## src/rtl/uart_tx_pkg.sv

```systemverilog
// Shared UART frame definitions: state encoding, frame limits and config clamp helpers.
// Imported by both the transmit and receive paths.
package uart_tx_pkg;

    localparam int unsigned DATA_BITS_MAX = 8;
    localparam int unsigned STOP_BITS_MAX = 2;
    localparam int unsigned DB_W          = 4;
    localparam int unsigned SB_W          = 2;
    localparam int unsigned BIT_CNT_W     = 3;

    typedef enum logic [2:0] {
        ST_IDLE   = 3'd0,
        ST_START  = 3'd1,
        ST_DATA   = 3'd2,
        ST_PARITY = 3'd3,
        ST_STOP   = 3'd4
    } tx_state_e;

    // Frame shape latched at capture; data_bits and stop_bits hold clamped counts.
    typedef struct packed {
        logic [DB_W-1:0] data_bits;
        logic [SB_W-1:0] stop_bits;
        logic            parity_en;
    } frame_cfg_t;

    function automatic logic [DB_W-1:0] clamp_data_bits(input logic [DB_W-1:0] d);
        if (d == '0 || d > DB_W'(DATA_BITS_MAX)) return DB_W'(DATA_BITS_MAX);
        return d;
    endfunction

    function automatic logic [SB_W-1:0] clamp_stop_bits(input logic [SB_W-1:0] s);
        return (s >= SB_W'(STOP_BITS_MAX)) ? SB_W'(STOP_BITS_MAX) : SB_W'(1);
    endfunction

    // d must already be clamped to 1..DATA_BITS_MAX.
    function automatic logic [DATA_BITS_MAX-1:0] data_mask(input logic [DB_W-1:0] d);
        return {DATA_BITS_MAX{1'b1}} >> (DB_W'(DATA_BITS_MAX) - d);
    endfunction

endpackage

```

## src/rtl/uart_tx_baud_cnt.sv

```systemverilog
// Loadable bit-period down-counter; bit_done_c is high on the last cycle of each bit.
// A load of N yields a bit of exactly N+1 cycles.
module uart_tx_baud_cnt #(
    parameter int unsigned pBR_WIDTH = 16
) (
    input  logic                 clk,
    input  logic                 reset_n,
    input  logic                 load,
    input  logic [pBR_WIDTH-1:0] load_val,
    output logic                 bit_done_c
);

    logic [pBR_WIDTH-1:0] cnt;

    always_ff @(posedge clk or negedge reset_n) begin
        if (!reset_n) begin
            cnt <= '0;
        end else if (load) begin
            cnt <= load_val;
        end else if (cnt != '0) begin
            cnt <= cnt - pBR_WIDTH'(1);
        end
    end

    assign bit_done_c = (cnt == '0);

endmodule

```

## src/rtl/uart_tx.sv

```systemverilog
// UART transmitter: captures a byte on a syn/ack handshake and sends start, LSB-first data,
// optional parity and 1-2 stop bits on a registered txd line.
module uart_tx
    import uart_tx_pkg::*;
#(
    parameter int unsigned pBR_WIDTH = 16
) (
    input  logic                 clk,
    input  logic                 reset_n,
    input  logic [pBR_WIDTH-1:0] bit_rate,
    input  logic [DB_W-1:0]      data_bits,
    input  logic [SB_W-1:0]      stop_bits,
    input  logic                 parity_bit,
    input  logic                 parity_enabled,
    input  logic                 txd_syn,
    input  logic [7:0]           txd_data,
    output logic                 txd_ack,
    output logic                 txd,
    output logic                 tx_busy
);

    tx_state_e            state;
    tx_state_e            state_nxt;
    frame_cfg_t           cfg_q;
    frame_cfg_t           cfg_c;
    logic [7:0]           shreg;
    logic [BIT_CNT_W-1:0] bit_cnt;
    logic [SB_W-1:0]      stop_cnt;
    logic [pBR_WIDTH-1:0] br_q;
    logic                 par_q;
    logic                 par_c;
    logic                 capture_c;
    logic                 bit_done_c;
    logic                 data_last_c;
    logic                 stop_last_c;
    logic                 baud_load_c;
    logic [pBR_WIDTH-1:0] baud_val_c;
    logic                 txd_nxt;
    logic                 ack_nxt;
    logic                 busy_nxt;

    // Frame config and parity as they will be latched if a request is taken this cycle.
    assign cfg_c = '{data_bits: clamp_data_bits(data_bits),
                     stop_bits: clamp_stop_bits(stop_bits),
                     parity_en: parity_enabled};
    assign par_c = (^(txd_data & data_mask(cfg_c.data_bits))) ^ parity_bit;

    assign data_last_c = (bit_cnt == BIT_CNT_W'(cfg_q.data_bits - DB_W'(1)));
    assign stop_last_c = (stop_cnt == (cfg_q.stop_bits - SB_W'(1)));

    // New bit period starts on every capture and at every bit boundary.
    assign baud_load_c = capture_c || ((state != ST_IDLE) && bit_done_c);
    assign baud_val_c  = capture_c ? bit_rate : br_q;

    uart_tx_baud_cnt #(
        .pBR_WIDTH (pBR_WIDTH)
    ) u_baud_cnt (
        .clk        (clk),
        .reset_n    (reset_n),
        .load       (baud_load_c),
        .load_val   (baud_val_c),
        .bit_done_c (bit_done_c)
    );

    // State and registered outputs.
    always_ff @(posedge clk or negedge reset_n) begin
        if (!reset_n) begin
            state   <= ST_IDLE;
            txd     <= 1'b1;
            txd_ack <= 1'b0;
            tx_busy <= 1'b0;
        end else begin
            state   <= state_nxt;
            txd     <= txd_nxt;
            txd_ack <= ack_nxt;
            tx_busy <= busy_nxt;
        end
    end

    // Next state; requests are only taken in IDLE or on the final stop-bit cycle.
    always_comb begin
        state_nxt = state;
        capture_c = 1'b0;
        case (state)
            ST_IDLE: begin
                if (txd_syn) begin
                    capture_c = 1'b1;
                    state_nxt = ST_START;
                end
            end
            ST_START: begin
                if (bit_done_c) state_nxt = ST_DATA;
            end
            ST_DATA: begin
                if (bit_done_c && data_last_c) begin
                    state_nxt = cfg_q.parity_en ? ST_PARITY : ST_STOP;
                end
            end
            ST_PARITY: begin
                if (bit_done_c) state_nxt = ST_STOP;
            end
            ST_STOP: begin
                if (bit_done_c && stop_last_c) begin
                    if (txd_syn) begin
                        capture_c = 1'b1;
                        state_nxt = ST_START;
                    end else begin
                        state_nxt = ST_IDLE;
                    end
                end
            end
            default: state_nxt = ST_IDLE;
        endcase
    end

    // Next output values; a new data bit comes from shreg[0] after START, else from shreg[1]
    // since the register shifts on the same edge the bit changes.
    always_comb begin
        txd_nxt  = 1'b1;
        ack_nxt  = capture_c;
        busy_nxt = (state_nxt != ST_IDLE);
        case (state_nxt)
            ST_START:  txd_nxt = 1'b0;
            ST_DATA: begin
                if (!bit_done_c)            txd_nxt = txd;
                else if (state == ST_DATA)  txd_nxt = shreg[1];
                else                        txd_nxt = shreg[0];
            end
            ST_PARITY: txd_nxt = par_q;
            default:   txd_nxt = 1'b1;
        endcase
    end

    // Capture registers, shift register and bit/stop counters.
    always_ff @(posedge clk or negedge reset_n) begin
        if (!reset_n) begin
            shreg    <= '0;
            bit_cnt  <= '0;
            stop_cnt <= '0;
            cfg_q    <= '0;
            br_q     <= '0;
            par_q    <= 1'b0;
        end else if (capture_c) begin
            shreg    <= txd_data;
            bit_cnt  <= '0;
            stop_cnt <= '0;
            cfg_q    <= cfg_c;
            br_q     <= bit_rate;
            par_q    <= par_c;
        end else if (bit_done_c) begin
            if (state == ST_DATA && !data_last_c) begin
                shreg   <= shreg >> 1;
                bit_cnt <= bit_cnt + BIT_CNT_W'(1);
            end
            if (state == ST_STOP) begin
                stop_cnt <= stop_cnt + SB_W'(1);
            end
        end
    end

endmodule

```

## config.mk

```make
export PLATFORM = sky130hd
export DESIGN_NAME = uart_tx
export DESIGN_NICKNAME = d
export VERILOG_FILES = /design/src/rtl/uart_tx_pkg.sv /design/src/rtl/uart_tx_baud_cnt.sv /design/src/rtl/uart_tx.sv
export SDC_FILE = /design/constraint.sdc
export NUM_CORES = 1
export LEC_CHECK = 0
export CAP_MARGIN = 10
export CELL_PAD_IN_SITES_DETAIL_PLACEMENT = 1
export CELL_PAD_IN_SITES_GLOBAL_PLACEMENT = 2
export CORE_MARGIN = 2
export CORE_UTILIZATION = 32
export DETAILED_ROUTE_END_ITERATION = 7
export PLACE_DENSITY = 0.84
export REMOVE_ABC_BUFFERS = 1
export SETUP_SLACK_MARGIN = 0.5
export SLEW_MARGIN = 20
export SYNTH_ARGS = -nofsm -noshare
export SYNTH_HDL_FRONTEND = slang
export SYNTH_SLANG_ARGS = --single-unit
export TNS_END_PERCENT = 100
```

## constraint.sdc

```tcl
create_clock -name clk -period 2.8 [get_ports clk]
set_input_delay 0.42 -clock clk [delete_from_list [all_inputs] [get_ports clk]]
set_output_delay 0.42 -clock clk [all_outputs]
set_load 0.01 [all_outputs]
```

==> summary.txt, run 1 <==
Timing
  – Worst Tran Pin Value: 0.976 ns
  – Post-route minimum period: 2.60 ns
  – Max-slew headroom: around a third
  – Final worst path period share: 92.8%
  – Final setup vio count: 0
  – Final hold vios: 0
  – TNS Setup: 0 ns
  – Max Slew Vio Count: 0
  – Fmax: roughly 380 MHz
  – Clk_skew: just over 0.006 ns
  – Hold WS: 0.236 ns
  – Unrepaired setup endpoints after global routing: true

Clock tree
  – CTS root buffer: clkbuf_8
  – Worst-Skew Late Latency: about 0.35 ns
  – TritonCTS clock tree: done
  – H-tree depth: 3
  – Cts bufs inserted: 9
  – TritonCTS Sinks: 58
  – Reg clk slew, reported paths: 0.06 ns
  – CTS Hold Buffers Added: 0
  – Clock Path Buffers: 2

Finish
  – Synthesis-to-layout area growth: 38.4%
  – # fillers: 1193
  – Share of layout cells above drive strength 1: 26.6%
  – Final net count: 481
  – N_diodes: 0

Global routing
  – GR peak layer: met2
  – Number of global-route vias before repair: about 3400
  – Met1 usage: 22.7%
  – Total grt overflow: 0
  – GR Util met2: 32.3%
  – Largest net degree at the start of global routing: 42
  – Initial antenna violation count: 0
  – GR Util met3: ~3.4%
  – First-pass GRT wire length: 16.6 mm
  – Overall routing resource usage: 18.6%

Critical path
  – Worst setup EP type: flop
  – Critical Path Source Type: flop
  – R2r setup slk: 0.20 ns
  – Critical Path RT: 3.03 ns
  – CP Class: reg -> reg
  – CP arrival: 2.83 ns
  – Worst-path fanout max: 3

Worst hold path
  – Worst min-delay path class: in -> async

Synthesis
  – Avg Cell Area, Syn: 9.39 µm²
  – Number of synthesized flops with an enable pin: 0
  – Seq/Total Area, Yosys: between 40% and 50%
  – Mapped cell area: 3420 µm²
  – Main synth FF type: dfrtp_1
  – Synth Instances: 364
  – Netlist cell types: 55
  – Syn. warnings: 0
  – Asr flop ratio synth: 100%
  – Register bit total from synthesis: between 50 and 60

Routing
  – Detail Route Antenna Nets: 0
  – Avg Vias per Cell: 5.28
  – Post-route DRC: 0
  – DRC marker count from the first detailed-route iteration: between 100 and 150
  – Vias post-DR: 3058
  – Final WL: 10.1 mm
  – Pre-antenna DRT Iters: 4
  – Routed len/inst: 17.5 µm

Placed design
  – Port-buffer cells: 36
  – DP HPWL: between 6 and 7 mm
  – Final Wtd Congestion: 0.810

Floorplanning
  – Die area: 11500 µm²
  – Initial Utilization: 33.0%
  – Die W: between 100 and 150 µm
  – Die Ht: ~110 µm
  – I/O pin count: 38
  – Rows: 37
  – Core area: 10400 µm²

Power
  – Maximum vdd ir drop: 0.314 mV
  – Pwr dens: between 800 and 900 nW/µm²
  – Static Leakage: 2.04 nW

Status
  – Status: finished clean

Flow run
  – Number of max-cap violations: 0
-- kinds of logic after synthesis --
logic type               share of synthesized area (%)
AO/OA/AOI/OAI                                     15.9
flip-flops                                        42.5
buffers and inverters                             3.84
adder cells (fa/ha/maj)                           2.56
AND/OR/NAND/NOR                                   23.8
XOR/XNOR                                          5.93
multiplexers                                      5.53
-- flip-flops by register name, indices dropped and copies added (netlist names) --
signal / flops
txd: 1
cfg_q: 6
state: 3
shreg: 8
txd_ack: 1
stop_cnt: 2
bit_cnt: 3
tx_busy: 1
par_q: 1
u_baud_cnt.cnt: 16
br_q: 16
-- power breakdown --
group / switching [mW] / total, mW / internal (mW)
sequential: 0.262 / 1.47 / 1.20
combinational: 0.905 / 1.84 / 0.937
clock: 0.330 / 0.758 / 0.428
total: 1.50 / 4.06 / 2.57
-- cells in the final DEF, fill, tap and decap left out, drive strengths merged, types with 7 or more instances in the layout --
cell type	n
dfrtp	57
buf	51
nand2	43
clkdlybuf4s50	35
o21ai	35
nand3	24
nor3	16
nor2	14
clkbuf	12
mux2i	11
nand3b	10
xnor2	10
nand2b	8
xor2	8
a311o	8
nor4	7
inv	7
mux2	7
a21oi	7
ha	7
-- cell type report --
| class | count | area, µm² | share of cell area, % |
|---|---|---|---|
| well taps | 136 | 170 | 3.60 |
| repair buffers | 86 | 833 | 17.6 |
| clock inverters | 3 | 40.0 | 0.847 |
| clock buffers | 12 | 145 | 3.07 |
| multi-input cells | 276 | 2050 | 43.4 |
| inverters | 8 | 35.0 | 0.741 |
| flip-flops and latches | 58 | 1450 | 30.7 |
-- cells in the mapped netlist (4+ instances only) --
cell | number | area [µm²]
dfrtp_1 | 57 | 1430
nand2_1 | 42 | 158
o21ai_0 | 33 | 165
nand3_1 | 24 | 120
nor3_1 | 16 | 80.1
clkbuf_1 | 14 | 52.6
nor2_1 | 14 | 52.6
mux2i_1 | 11 | 110
nand3b_1 | 10 | 75.1
xnor2_1 | 10 | 87.6
a311o_1 | 8 | 80.1
nand2b_1 | 8 | 50.1
xor2_1 | 8 | 70.1
a21oi_1 | 7 | 35.0
ha_1 | 7 | 87.6
inv_1 | 7 | 26.3
buf_2 | 6 | 30.0
nor4_1 | 6 | 37.5
a211oi_1 | 5 | 37.5
a31oi_1 | 5 | 31.3
nand4_1 | 5 | 31.3
o21ba_2 | 5 | 50.1
or4_1 | 5 | 37.5
mux2_1 | 4 | 45.0
-- metal layers --
metal  part of all wire [%]  routed length, µm
met2                     50               5100
met1                     44               4510
met5                      0                  0
met3                    3.1                315
met4                    2.1                217
-- final timing paths --
kind                       depth (start not counted)                             end                           from
max                                                7  u_baud_cnt.cnt[10]$_DFFE_PN0P_  u_baud_cnt.cnt[0]$_DFFE_PN0P_
max reg2reg                                        7  u_baud_cnt.cnt[10]$_DFFE_PN0P_  u_baud_cnt.cnt[0]$_DFFE_PN0P_
min                                                1  u_baud_cnt.cnt[13]$_DFFE_PN0P_                        reset_n
min in group clk                                   2               br_q[7]$_DFF_PN0_              br_q[7]$_DFF_PN0_
max in group asynchronous                          2               br_q[0]$_DFF_PN0_                        reset_n
min reg2reg                                        2               br_q[7]$_DFF_PN0_              br_q[7]$_DFF_PN0_
-- timing repair --
action,in CTS,in global routing
setup buffers,10,2
endpoints found under the setup margin,57,57
pin swaps,24,14
gates resized for setup,54,30
gates cloned,1,0
endpoints found under the hold margin,0,0
-- worst max-delay path, cell delays in order, from the launching register on --
cell and delay [ns]:
dfrtp_1 0.40, inv_2 0.09, ha_4 0.13, or3b_4 0.37, or4_4 0.57, or4_4 0.54
a31o_1 0.25, o2111a_1 0.13
-- metrics by stage --
stage | worst slack (ns) | instance area, µm² | utilization [%] | cells | power, mW
6_report | 0.202 | 4730 | 45.6 | 579 | 4.06
5_1_grt | 0.171 | 4730 | 45.6 | 579 | 4.36
4_1_cts | 0.243 | 4610 | 44.4 | 577 | 3.96
3_5_place_dp | 0.0421 | 4140 | 39.9 | 551 | 3.03
3_3_place_gp | 0.0812 | 4140 | 39.9 | 551 | 2.93
2_1_floorplan | -0.570 | 3320 | - | 342 | 2.40
Note: power is estimated with default switching activity, not from simulation.
==> inputs of run 2 (changes only) <==
--- a/config.mk
+++ b/config.mk
@@ -5,11 +5,11 @@
 export SDC_FILE = /design/constraint.sdc
 export NUM_CORES = 1
 export LEC_CHECK = 0
-export CAP_MARGIN = 10
 export CELL_PAD_IN_SITES_DETAIL_PLACEMENT = 1
 export CELL_PAD_IN_SITES_GLOBAL_PLACEMENT = 2
 export CORE_MARGIN = 2
 export CORE_UTILIZATION = 32
+export CTS_CLUSTER_SIZE = 24
 export DETAILED_ROUTE_END_ITERATION = 7
 export PLACE_DENSITY = 0.84
 export REMOVE_ABC_BUFFERS = 1
==> results of run 2 <==
The final DEF is identical to that of run 1; final timing and power are the same.
==> inputs of run 3 (changes only) <==
--- a/config.mk
+++ b/config.mk
@@ -8,10 +8,10 @@
 export CELL_PAD_IN_SITES_DETAIL_PLACEMENT = 1
 export CELL_PAD_IN_SITES_GLOBAL_PLACEMENT = 2
 export CORE_MARGIN = 2
-export CORE_UTILIZATION = 32
+export CORE_UTILIZATION = 35
 export CTS_CLUSTER_SIZE = 24
 export DETAILED_ROUTE_END_ITERATION = 7
-export PLACE_DENSITY = 0.84
+export PLACE_DENSITY = 0.87
 export REMOVE_ABC_BUFFERS = 1
 export SETUP_SLACK_MARGIN = 0.5
 export SLEW_MARGIN = 20
==> constraint.sdc (replaced) <==
create_clock -name clk -period 2.9 [get_ports clk]
set_input_delay 0.435 -clock clk [delete_from_list [all_inputs] [get_ports clk]]
set_output_delay 0.435 -clock clk [all_outputs]
set_load 0.01 [all_outputs]
==> run 3 against run 2 <==
Routed wire length up 21%; count of clock-buffer cells in the layout increased by 2; non-clock buffer count up 15; clock power shrank 7.5%; die area fell by 8.3%; sequential cell count stayed put; sequential power barely moved; global-route usage up 3.0 points; critical endpoint is now u_baud_cnt.cnt[13]$_DFFE_PN0P_; largest power group unchanged.
==> summary.txt, run 3 (synthesis gave the netlist of run 1 again) <==
Status
  – Status: finished clean

Floorplanning
  – Die area: 10600 µm²
  – I/O pin count: 38
  – Die W: approximately 100 µm
  – Core area: 9640 µm²
  – Rows: 36
  – Initial Utilization: 35.5%
  – Die Ht: 103 µm

Finish
  – # fillers: 1091
  – Most common cell after layout, fill and taps aside: dfrtp_1
  – Commonest non-fill, non-tap cells in the layout: dfrtp_1, buf_4, nand2_1
  – Synthesis-to-layout area growth: 49.4%
  – Final instance area: ~5100 µm²
  – N_diodes: 0
  – Share of layout cells above drive strength 1: 35.7%
  – Count of non-filler cells in the finished layout: 593
  – Largest regs: br_q (16), u_baud_cnt.cnt (16), shreg (8)
  – Utilization after layout: between 50% and 60%
  – Final net count: approximately 500

Routing
  – Routed len/inst: 20.7 µm
  – Vias post-DR: ~3300
  – Avg Vias per Cell: 5.65
  – Final WL: 12.3 mm
  – Detail Route Antenna Nets: 0
  – DRC marker count from the first detailed-route iteration: between 150 and 200
  – Pre-antenna DRT Iters: 4
  – Post-route DRC: 0

Clock tree
  – H-tree depth: 3
  – Reg clk slew, reported paths: 0.07 ns
  – CTS Hold Buffers Added: 0
  – CTS root buffer: clkbuf_8
  – Worst-Skew Late Latency: 0.35 ns
  – Clock Path Buffers: 2
  – TritonCTS Sinks: 58
  – Cts bufs inserted: 9
  – TritonCTS clock tree: done

Critical path
  – Worst setup EP type: flop
  – Worst-path fanout max: 5
  – Critical Path RT: 3.15 ns
  – Worst path most repeated cell: or4_4
  – WP depth: 7
  – CP cell instances: or4_4 > or4_4 > o21ai_4 > buf_12 > buf_8 > nand3_2 > a31oi_1
  – CP Class: reg -> reg
  – Slowest stage cell, crit path: or4_4
  – WP buf/inv: 2
  – Worst setup path endpoint: u_baud_cnt.cnt[13]$_DFFE_PN0P_
  – R2r setup slk: 0.32 ns
  – Max incr delay on CP: between 0.6 and 0.7 ns
  – CP arrival: 2.83 ns
  – Critical Path Start: u_baud_cnt.cnt[8]$_DFFE_PN0P_
  – R2R Path Start: u_baud_cnt.cnt[8]$_DFFE_PN0P_
  – R2r endpoint: u_baud_cnt.cnt[13]$_DFFE_PN0P_
  – Critical Path Source Type: flop
  – CP top delay family: simple AND/OR/NAND/NOR gates
  – R2R depth: 7

Timing
  – Unrepaired setup endpoints after global routing: true
  – Fmax: 388 MHz
  – Max-slew headroom: a little under three fifths
  – Post-route minimum period: roughly 2.6 ns
  – Worst Tran Pin Value: 0.663 ns
  – Final setup vio count: 0
  – Final worst path period share: 88.9%
  – Max Slew Vio Count: 0
  – Final hold vios: 0
  – Clk_skew: 0.0126 ns

Worst hold path
  – Worst min-delay path class: in -> async

Power
  – Switching Fraction: roughly 39%
  – NetSw: 1.59 mW
  – Sequential fraction of design power: 36.1%
  – Maximum vdd ir drop: 0.330 mV
  – Static Leakage: 2.15 nW
  – Pint: between 2 and 2.5 mW
  – Clock share of power: 17.2%
  – Comb power frac: 46.7%
  – Final Total Pwr: a little over 4 mW
  – Pwr dens: around 800 nW/µm²

Global routing
  – Largest net degree at the start of global routing: 39
  – Overall routing resource usage: about 22%
  – First-pass GRT wire length: 17.3 mm
  – Total grt overflow: 0
  – Initial antenna violation count: 0
  – Number of global-route vias before repair: 3414

Flow run
  – Number of max-cap violations: 0

Placed design
  – Area after DPL: around 4000 µm²
  – Final Wtd Congestion: 0.855
  – DP HPWL: 6.80 mm
  – Port-buffer cells: 36
  – Placed cell count: ~540
## run 3: final cells by class
class / instances / area (µm²) / share of cell area (%)
timing repair buffer: 101 / 963 / 18.9
multi-input combinational: 277 / 2290 / 44.9
sequential: 58 / 1460 / 28.5
inverter: 8 / 42.5 / 0.833
tap: 133 / 166 / 3.26
clock buffer: 14 / 173 / 3.38
clock inverter: 2 / 10.0 / 0.196
## run 3: worst min-delay path by stage
stage	endpoint	slack [ns]	cells past startpoint
detailed placement	br_q[8]$_DFF_PN0_	0.43	2
global route	u_baud_cnt.cnt[13]$_DFFE_PN0P_	0.08	2
global placement	br_q[14]$_DFF_PN0_	0.43	2
CTS	br_q[8]$_DFF_PN0_	0.06	2
floorplan	bit_cnt[0]$_DFFE_PN0P_	0.14	0
finish	br_q[8]$_DFF_PN0_	0.05	2
## run 3: per-layer routing
metal	global-route usage, %	vias up	part of all wire (%)
li1	-	1514	-
met1	26.1	1699	39
met2	37.9	101	53
met3	4.20	35	4.1
met4	8.81	0	3.8
met5	0	-	0
## run 3: per-stage QoR
step           setup TNS, ns  setup slack, ns  hold slack, ns
2_1_floorplan         -11.80           -0.470           0.139
3_3_place_gp               0            0.105           0.427
3_5_place_dp               0           0.0413           0.432
4_1_cts                    0            0.380          0.0580
5_1_grt                    0            0.282          0.0799
6_report                   0            0.321          0.0518
## run 3: power by group through the flow
stage | registers [mW] | logic [mW] | clock network, mW
4_1_cts | 1.43 | 1.64 | 0.709
6_report | 1.48 | 1.91 | 0.701
5_1_grt | 1.52 | 2.07 | 0.742
2_1_floorplan | 1.38 | 0.938 | 0
3_3_place_gp | 1.42 | 1.28 | 0
3_5_place_dp | 1.45 | 1.34 | 0
## run 3: what timing repair did
item / CTS / global route
resized for setup: 71 / 77
pin swaps: 21 / 22
endpoints found under the setup margin: 57 / 52
setup buffers: 31 / 7
cloned: 2 / 1
